$ cat src/rtl/mem_arbiter.sv
// mem_arbiter: shares one synchronous single-port RAM between an instruction
// fetch port and a data load/store port. One transaction at a time takes
// three cycles: IDLE -> ISSUE -> RESP. When both ports request in the same
// IDLE cycle, the port that was not served last wins.
module mem_arbiter #(
  parameter int AW = 32,
  parameter int DW = 32
) (
  input  logic          clka,
  input  logic          rst,
  input  logic          i_req,
  input  logic [AW-1:0] i_addr,
  output logic [DW-1:0] i_rdata,
  output logic          i_done,
  input  logic          d_req,
  input  logic          d_we,
  input  logic [3:0]    d_be,
  input  logic [AW-1:0] d_addr,
  input  logic [DW-1:0] d_wdata,
  output logic [DW-1:0] d_rdata,
  output logic          d_done,
  output logic          ram_en,
  output logic [3:0]    ram_we,
  output logic [AW-1:0] ram_addr,
  output logic [DW-1:0] ram_wdata,
  input  logic [DW-1:0] ram_rdata,
  output logic          busy
);

  localparam logic [2:0] IDLE    = 3'd0;
  localparam logic [2:0] ISSUE_I = 3'd1;
  localparam logic [2:0] RESP_I  = 3'd2;
  localparam logic [2:0] ISSUE_D = 3'd3;
  localparam logic [2:0] RESP_D  = 3'd4;

  localparam logic LG_I = 1'b0;
  localparam logic LG_D = 1'b1;

  logic [2:0]    state_r;
  logic [2:0]    state_nxt_s;
  logic          last_grant_r;
  logic          take_i_s;
  logic          take_d_s;

  // Transaction context captured when a request is granted.
  logic [AW-1:0] lat_addr_r;
  logic [DW-1:0] lat_wdata_r;
  logic          lat_we_r;

  logic          ram_en_r;
  logic [3:0]    ram_we_r;
  logic          i_done_r;
  logic          d_done_r;
  logic          busy_r;
  logic [DW-1:0] i_rdata_r;
  logic [DW-1:0] d_rdata_r;

  // The RAM is word addressed in effect; the byte offset is dropped.
  logic          addr_lsb_unused_s;
  assign addr_lsb_unused_s = ^lat_addr_r[1:0];

  // Next-state decode with round-robin tie break in IDLE.
  always_comb begin
    state_nxt_s = state_r;
    take_i_s    = 1'b0;
    take_d_s    = 1'b0;
    case (state_r)
      IDLE: begin
        if (i_req && d_req) begin
          if (last_grant_r == LG_I) begin
            take_d_s    = 1'b1;
            state_nxt_s = ISSUE_D;
          end else begin
            take_i_s    = 1'b1;
            state_nxt_s = ISSUE_I;
          end
        end else if (d_req) begin
          take_d_s    = 1'b1;
          state_nxt_s = ISSUE_D;
        end else if (i_req) begin
          take_i_s    = 1'b1;
          state_nxt_s = ISSUE_I;
        end else begin
          state_nxt_s = IDLE;
        end
      end
      ISSUE_I: state_nxt_s = RESP_I;
      RESP_I:  state_nxt_s = IDLE;
      ISSUE_D: state_nxt_s = RESP_D;
      RESP_D:  state_nxt_s = IDLE;
      default: state_nxt_s = IDLE;
    endcase
  end

  // State register and record of which port was served last.
  always_ff @(posedge clka or negedge rst) begin
    if (!rst) begin
      state_r      <= IDLE;
      last_grant_r <= LG_I;
    end else begin
      state_r <= state_nxt_s;
      if (state_r == ISSUE_I) begin
        last_grant_r <= LG_I;
      end else if (state_r == ISSUE_D) begin
        last_grant_r <= LG_D;
      end else begin
        last_grant_r <= last_grant_r;
      end
    end
  end

  // Capture the winner's request so later input changes cannot disturb it.
  always_ff @(posedge clka or negedge rst) begin
    if (!rst) begin
      lat_addr_r  <= {AW{1'b0}};
      lat_wdata_r <= {DW{1'b0}};
      lat_we_r    <= 1'b0;
    end else if (take_d_s) begin
      lat_addr_r  <= d_addr;
      lat_wdata_r <= d_wdata;
      lat_we_r    <= d_we;
    end else if (take_i_s) begin
      lat_addr_r  <= i_addr;
      lat_wdata_r <= {DW{1'b0}};
      lat_we_r    <= 1'b0;
    end else begin
      lat_addr_r  <= lat_addr_r;
      lat_wdata_r <= lat_wdata_r;
      lat_we_r    <= lat_we_r;
    end
  end

  // Registered RAM strobes, done pulses and busy, all decoded from next state.
  // ram_we_r also serves as the latched byte enables of a granted write.
  always_ff @(posedge clka or negedge rst) begin
    if (!rst) begin
      ram_en_r <= 1'b0;
      ram_we_r <= 4'b0000;
      i_done_r <= 1'b0;
      d_done_r <= 1'b0;
      busy_r   <= 1'b0;
    end else begin
      ram_en_r <= take_i_s | take_d_s;
      ram_we_r <= (take_d_s && d_we) ? d_be : 4'b0000;
      i_done_r <= (state_nxt_s == RESP_I);
      d_done_r <= (state_nxt_s == RESP_D);
      busy_r   <= (state_nxt_s != IDLE);
    end
  end

  // Capture read data in the response cycle; writes leave d_rdata alone.
  always_ff @(posedge clka or negedge rst) begin
    if (!rst) begin
      i_rdata_r <= {DW{1'b0}};
      d_rdata_r <= {DW{1'b0}};
    end else begin
      if (state_r == RESP_I) begin
        i_rdata_r <= ram_rdata;
      end else begin
        i_rdata_r <= i_rdata_r;
      end
      if ((state_r == RESP_D) && !lat_we_r) begin
        d_rdata_r <= ram_rdata;
      end else begin
        d_rdata_r <= d_rdata_r;
      end
    end
  end

  assign ram_en    = ram_en_r;
  assign ram_we    = ram_we_r;
  assign ram_addr  = {lat_addr_r[AW-1:2], 2'b00};
  assign ram_wdata = lat_wdata_r;
  assign i_done    = i_done_r;
  assign d_done    = d_done_r;
  assign busy      = busy_r;
  assign i_rdata   = i_rdata_r;
  assign d_rdata   = d_rdata_r;

endmodule

$ cat config.mk
export PLATFORM = sky130hd
export DESIGN_NAME = mem_arbiter
export DESIGN_NICKNAME = d
export VERILOG_FILES = /design/src/rtl/mem_arbiter.sv
export SDC_FILE = /design/constraint.sdc
export NUM_CORES = 1
export LEC_CHECK = 0
export CAP_MARGIN = 30
export CORE_MARGIN = 3
export CORE_UTILIZATION = 34
export CTS_CLUSTER_SIZE = 20
export DETAILED_ROUTE_END_ITERATION = 6
export PLACE_DENSITY = 0.69
export RECOVER_POWER = 25
export SLEW_MARGIN = 40
export SYNTH_ARGS = -nofsm -noshare
export SYNTH_HDL_FRONTEND = slang
export SYNTH_SLANG_ARGS = --single-unit
$ cat constraint.sdc
create_clock -name clka -period 2.61 [get_ports clka]
set_clock_uncertainty 0.2 [all_clocks]
set_input_delay 0.3915 -clock clka [delete_from_list [all_inputs] [get_ports clka]]
set_output_delay 0.3915 -clock clka [all_outputs]
set_load 0.02 [all_outputs]
== After elaboration in Yosys (flattened, before gate mapping) ==
Index checks and enable logic that the tools add are counted.
W data, S select, Z words.

* Flip-flop bits (word level): 141
* Input bits: 137
* Output and inout bits: 136
* Word-level logic and storage cells: 50

* Equal/unequal tests: 6
* Muxes and demuxes: 23
* Bitwise logic cells: 1
* Reductions and logical operators: 8

{| class="wikitable"
|+ Operators by type and width
! kind !! count
|-
| $mux W32 || 4
|-
| $mux W1 || 14
|-
| $eq A3 B2 Y1 const B || 3
|-
| $pmux W3 S3 || 1
|-
| $eq A3 B3 Y1 const B || 2
|-
| $mux W2 || 2
|-
| $mux W4 || 1
|-
| $reduce_bool A2 Y1 || 2
|-
| $eq A3 B1 Y1 const B || 1
|-
| $logic_and A1 B1 Y1 || 3
|-
| $logic_not A3 Y1 || 1
|-
| $mux W3 || 1
|-
| $reduce_bool A3 Y1 || 1
|-
| $logic_not A1 Y1 || 1
|-
| $or A1 B1 Y1 || 1
|}

== Longest topological paths before layout ==
Gate-level depths: netlist of the first run.

* Word-level depth: 6
* Gate-level depth with buffers: 6
* Gate-level depth less buffers: 3

== Least setup slack after synthesis of the first run ==
Ideal clock, no wire load.

* Path type: reg2reg
* From: reg state_r[1]
* To: reg d_rdata_r[10] (netlist: d_rdata[10])
* Setup time: 125 ps
* Arrival time: 1445 ps
* Data required time: 2285 ps
* Path slack: 840 ps
* Cell stages (with the launch flop): 5
* Clock period less this slack: 1770 ps
* Cells stage by stage: dfrtp_1 -> buf_2 -> nor4b_4 -> buf_6 -> mux2_2

* Longest elaborated chain between the ends: 2

{| class="wikitable"
|+ RTL lines
! what !! RTL line !! text
|-
| start, declared || 39 || <nowiki>logic [2:0] state_r;</nowiki>
|-
| start signal, assigned || 101 || <nowiki>state_r <= state_nxt_s;</nowiki>
|-
| $eq A3 B3 Y1 || 162 || <nowiki>if ((state_r == RESP_D) && !lat_we_r) begin</nowiki>
|-
| $logic_and A1 B1 Y1 || 162 ||
|-
| end signal, assigned || 155 || <nowiki>d_rdata_r <= {DW{1'b0}};</nowiki>
|-
| end signal, assigned || 163 || <nowiki>d_rdata_r <= ram_rdata;</nowiki>
|-
| end signal, assigned || 165 || <nowiki>d_rdata_r <= d_rdata_r;</nowiki>
|-
| end, declared || 56 || <nowiki>logic [DW-1:0] d_rdata_r;</nowiki>
|}

No other way between the ends.
A chain may end at the register's enable or synchronous reset.

== Worst setup path in the final report of the first run ==
* From: in d_req
* To: reg lat_addr_r[4]

* Longest elaborated chain between the ends: 4
* Elaborated cells on any way between the ends: 9
* Those cells by class: mux: 7; reduce/logical: 2

{| class="wikitable"
|+ RTL lines
! what !! RTL line !! text
|-
| start, declared || 15 || <nowiki>input logic d_req,</nowiki>
|-
| $mux W1 / $logic_and A1 B1 Y1 (equally long branches) || 77, 69 ||
|-
| $mux W1 || 69 || <nowiki>if (i_req && d_req) begin</nowiki>
|-
| $mux W1 || 67 || <nowiki>case (state_r)</nowiki>
|-
| $mux W32 / $reduce_bool A2 Y1 (equally long branches) || n/a ||
|-
| end signal, assigned || 115 || <nowiki>lat_addr_r <= {AW{1'b0}};</nowiki>
|-
| end signal, assigned || 119 || <nowiki>lat_addr_r <= d_addr;</nowiki>
|-
| end signal, assigned || 123 || <nowiki>lat_addr_r <= i_addr;</nowiki>
|-
| end, declared || 46 || <nowiki>logic [AW-1:0] lat_addr_r;</nowiki>
|}

Several ways; a longest one is shown, not always the timed one.

==> results of run 1 <==
## cells in the mapped netlist (4+ instances only)
cell	instances	area (um^2)
nor2_1	33	124
mux2_2	61	687
a21oi_1	30	150
and3_1	4	25.0
dfrtp_1	139	3480
buf_2	8	40.0
o31ai_1	30	225
o21ai_0	30	150
buf_6	4	45.0
buf_4	11	82.6
a22o_1	33	289
clkbuf_1	13	48.8
## power by group
part / internal (W) / total (W) / switching [W]
Combinational: 0.00293 / 0.00581 / 0.00289
Clock: 0.00154 / 0.00241 / 0.000871
Sequential: 0.00321 / 0.00381 / 0.000597
Total: 0.00768 / 0.0120 / 0.00436
## sequential cells by signal, summed over array words and instances (netlist names)
| name | count |
|---|---|
| lat_we_r | 1 |
| ram_we | 4 |
| d_done | 1 |
| last_grant_r | 1 |
| i_rdata | 32 |
| i_done | 1 |
| ram_wdata | 32 |
| ram_en | 1 |
| lat_addr_r | 30 |
| busy | 1 |
| d_rdata | 32 |
| state_r | 3 |
## cells by family (layout without fill, tap and decap cells)
group           Yosys count  after routing  share of synthesized area (%)
simple gates             46             46                           4.73
mux                      64             64                           13.0
other cells               1              2                         0.0675
flops                   139            139                           62.7
buf+inv                  39            312                           4.10
compound gates          128            128                           15.5
## per-layer routing
layer	routed length, um	up-vias	GRT usage, %
li1	-	2032	-
met1	6270	2154	20.6
met2	7660	216	29.9
met3	1420	27	6.79
met4	374	0	6.97
met5	0	-	0
## stage by stage
step	cells	cell area (um^2)
global placement	875	8400
finish	907	8990
global route	907	8990
floorplan	418	5560
detailed placement	875	8400
CTS	907	9010
## final cells by class
cell class | count | area share [%]
well taps | 216 | 3.01
repair buffers | 278 | 30.9
multi-input cells | 240 | 20.6
clock inverters | 12 | 1.63
clock buffers | 19 | 5.04
inverters | 3 | 0.125
flip-flops and latches | 139 | 38.7
## repair_timing
item,4_1_cts,5_1_grt
endpoints found under the hold margin,55,0
hold buffers,1,0
gates resized for setup,0,0
## path summary, 6_finish.rpt
kind,end,slack [ns],cells after the start
setup / recovery,lat_addr_r[4],0.53,5
hold / removal,d_rdata[5],0.28,1
max in group asynchronous,state_r[0],1.13,3
min in group asynchronous,d_rdata[19],0.31,2
hold reg to reg,d_rdata[5],0.28,1
setup reg to reg,lat_addr_r[4],0.53,4
==> impl_metrics.ini, run 1 <==
[outcome]
run_status = completed

[grt]
grt_antenna_before_repair = 0
overflow = 0
grt_pass1_vias = 4809
grtUsageTotal_pct = 17.8
grt_pass1_wl_um = 25300
grt_max_degree = 65

[cts]
post_cts_buffers = 0
clk_path_buf_depth = 2
cts.sinks = 139
cts_buffers = 17
clock_latency_ns = 0.40
cts_tree = yes
cts_root_buf = clkbuf_16
htree_levels = 4
clkTransAtPathRegs_ns = 0.06

[power_and_ir_drop]
powerDensity_mw_per_mm2 = 1340
p_total_w = 0.0120
peakVddDrop_mv = 0.674
p_leak_nw = 3.78

[die]
initial_utilization_pct = 34.8
core_mm2 = 0.0159
rows = 46
die_x_um = 134
pin_count = 273
die_height_um = 134
dieArea_mm2 = 0.0179

[routing]
via_per_inst = 4.88
post-route-drc-count = 0
wirelength_um = 15700
wl_per_cell_um = 17.3
dr.pass1.iters = 7
drt-initial-drc-count = 160
vias = 4429
drtAntennaViolNets = 0

[worst_setup_path]
max_stage_delay_ns = 0.57
critPathCaptureType = register
criticalPathCategory = in2reg
required_ns = 2.70
startpoint_type = input port
crit_path_start = d_req
crit_path_cell_trace = clkdlybuf4s50_1 -> a21boi_2 -> clkbuf_2 -> a21oi_1 -> o31ai_1
cp.buffers_inverters = 2
r2r-start = state_r[1]
cp_top_family = buffers and inverters
worst_path_max_delay_cell = clkdlybuf4s50_1
arrival_ns = 2.17
worstPathMaxFanout = 31

[timing]
fin_crit_sh_pct = 79.8
period_minus_slack_ns = 2.08
tightest_slew_ns = 0.679
finalSetupViolCount = 0
fin_tns_setup_ns = 0
maxSlewHeadroom_pct = 54.7
hold_viol_final = 0
timing.hold.ws_ns = 0.282
setup_ws_ns = 0.528
max_freq_mhz = 480
rsz0062_at_grt = false
maxSlewViolCount = 0

[synth]
ys_seq_elements = 139
ys_seq_area_share_pct = 62.7
syn_area_per_cell_um2 = 13.3
synthArstFlopShare_pct = 100
synth.distinct_cells = 28
synth_area_mm2 = 0.00555
synth_edf_count = 0
ys_warn_count = 0
ys.flop_type = dfrtp_1
netlist_instances = 417

[finish]
multiInputGateArea_mm2 = 0.00186
syn2layout_area_growth_pct = 62.0
n_fill_cell = 1326
diodes = 0
final_nets = 816
final_common_cell = clkdlybuf4s50_1
mostFrequentLayoutCells = clkdlybuf4s50_1 (265), dfrtp_1 (139), mux2_2 (61), nor2_1 (33), a22o_1 (33)
drive_gt1_share_pct = 16.2
fin_util_pct = 56.4
final-seq-area_mm2 = 0.00348

[run]
drv_cap = 0

[placed_design]
post-place-ws_ns = 0.289
routabilityCongestion = 0.800
port_buffers = 266
hpwl_um = 11400

[hold_path]
worstHoldStart = d_rdata[5]
hp-class = reg2reg
(Power assumes the default switching activity.)
==> inputs of run 2 (changes only) <==
Clock period 2.61 ns to 2.1 ns, I/O delays scaled along.
==> impl_metrics.ini, run 2 (synthesized netlist as in run 1, its figures left out) <==
[worst_setup_path]
arrival_ns = 2.05
rrSetupSlack_ns = 0.18
worst_path_max_delay_cell = or3_4
max_stage_delay_ns = 0.59
reg2reg_to = ram_we[1]
required_ns = 2.24
worstPathMaxFanout = 31
critPathCaptureType = register
startpoint_type = register
rr_worst_depth = 4
r2r-start = state_r[0]
crit_path_cell_trace = or3_4 -> nor2_8 -> buf_12 -> and3_1
criticalPathCategory = reg2reg

[finish]
multiInputGateArea_mm2 = 0.00187
final_nets = 823
fin_cells = 914
mostFrequentLayoutCells = clkdlybuf4s50_1 (265), dfrtp_1 (139), mux2_2 (61), nor2_1 (33), a22o_1 (33)
drive_gt1_share_pct = 17.0
n_fill_cell = 1288
diodes = 0
final-seq-area_mm2 = 0.00348
final_common_cell = clkdlybuf4s50_1
syn2layout_area_growth_pct = 63.8
stdcell_area_mm2 = 0.00909

[placed_design]
routabilityCongestion = 0.823
dp.cells = 882
place_area_mm2 = 0.00854
post-place-ws_ns = 0.0739
hpwl_um = 11300
port_buffers = 266

[timing]
maxSlewViolCount = 0
fin_tns_setup_ns = 0
rsz0062_at_grt = false
hold_viol_final = 0
setup_ws_ns = 0.182
period_minus_slack_ns = 1.92
tightest_slew_ns = 1.16
finalSetupViolCount = 0
max_freq_mhz = 521
maxSlewHeadroom_pct = 22.6
fin_crit_sh_pct = 91.3

[cts]
cts_root_buf = clkbuf_16
clkTransAtPathRegs_ns = 0.05
clock_latency_ns = 0.40
clk_path_buf_depth = 2
cts_buffers = 17
cts.sinks = 139
cts_resized = 0
htree_levels = 4
cts_tree = yes

[routing]
drtAntennaViolNets = 0
wl_per_cell_um = 17.0
dr.pass1.iters = 4
drt-initial-drc-count = 189
via_per_inst = 4.87
vias = 4447
wirelength_um = 15500
post-route-drc-count = 0

[run]
drv_cap = 0

[grt]
grt_antenna_before_repair = 0
overflow = 0
grt_pass1_wl_um = 25100
grtUsageTotal_pct = 17.7
grt_pass1_vias = 4802
grt_max_degree = 50

[power_and_ir_drop]
p_leak_nw = 3.82
peakVddDrop_mv = 0.841
powerDensity_mw_per_mm2 = 1640

[die]
die_height_um = 134
core_mm2 = 0.0159
dieArea_mm2 = 0.0179
die_x_um = 134
initial_utilization_pct = 34.8
rows = 46
pin_count = 273

[hold_path]
hp-class = reg2reg
hold_end = d_rdata[5]
whs_path_depth = 1
worstHoldStart = d_rdata[5]

[outcome]
run_status = completed
## run 2: changes by cell type in the layout (fill, tap and decap cells not counted)
cell / before / now
buf_12: 2 / 8
buf_4: 8 / 6
clkbuf_2: 1 / 4
nor3_4: 0 / 1
clkinvlp_4: 3 / 4
clkbuf_8: 2 / 1
clkbuf_1: 0 / 1
bufinv_16: 3 / 2
nor3_1: 2 / 1
## run 2: worst max path at each step
stage                     end       start  cells past startpoint  slack [ns]
2_1_floorplan     d_rdata[10]  state_r[1]                      4        0.33
3_3_place_gp   lat_addr_r[27]       d_req                      6        0.16
3_5_place_dp   lat_addr_r[18]       d_req                      6        0.07
4_1_cts            d_rdata[9]  d_rdata[9]                      1        0.15
5_1_grt        lat_addr_r[13]         rst                      3        0.06
6_report            ram_we[1]  state_r[0]                      4        0.18
## run 2: layout make-up
class                      count  area share (%)
multi-input combinational    240            20.5
tap                          216            2.97
sequential                   139            38.3
clock inverter                12            1.36
timing repair buffer         285            31.9
clock buffer                  19            4.87
inverter                       3           0.124
## run 2: critical path: cells and delay by family (launching register included)
kind                   cells  cell delay [ns]
buffers and inverters      1             0.15
DFF                        1             0.53
and+or+nand+nor            3             0.96
## run 2: where the power goes
| group | total [W] | internal, W | switching [W] |
|---|---|---|---|
| clock network | 0.00286 | 0.00176 | 0.00109 |
| registers | 0.00475 | 0.00399 | 0.000759 |
| logic | 0.00734 | 0.00376 | 0.00359 |
| total | 0.0149 | 0.00951 | 0.00544 |
## run 2: metal layers
layer / up-vias / share of wire, % / track usage, %
met5: - / 0 / 0
met3: 27 / 8.2 / 6.30
li1: 2045 / - / -
met2: 209 / 48 / 28.7
met1: 2166 / 42 / 21.7
met4: 0 / 2.2 / 6.74
## run 2: repair_timing
item,4_1_cts,5_1_grt
hold buffers,1,0
setup buffers,0,0
hold endpoints to repair,40,0
## run 2: stage by stage
stage | util [%] | power, W | hold slack [ns]
2_1_floorplan | - | 0.00862 | -0.181
3_3_place_gp | 53.6 | 0.0121 | 0.0735
3_5_place_dp | 53.6 | 0.0122 | 0.0784
4_1_cts | 57.2 | 0.0151 | 0.212
5_1_grt | 57.0 | 0.0158 | 0.288
6_report | 57.0 | 0.0149 | 0.289
==> inputs of run 3 (changes only) <==
--- a/constraint.sdc
+++ b/constraint.sdc
@@ -3,3 +3,3 @@
 set_input_delay 0.315 -clock clka [delete_from_list [all_inputs] [get_ports clka]]
 set_output_delay 0.315 -clock clka [all_outputs]
-set_load 0.02 [all_outputs]
+set_load 0.01 [all_outputs]
==> results of run 3 <==
Same layout as run 2 (identical final DEF). Status: completed.
Main changes from that run: total power 0.0149 W -> 0.0140 W; worst IR drop on VDD 0.841 mV -> 0.743 mV
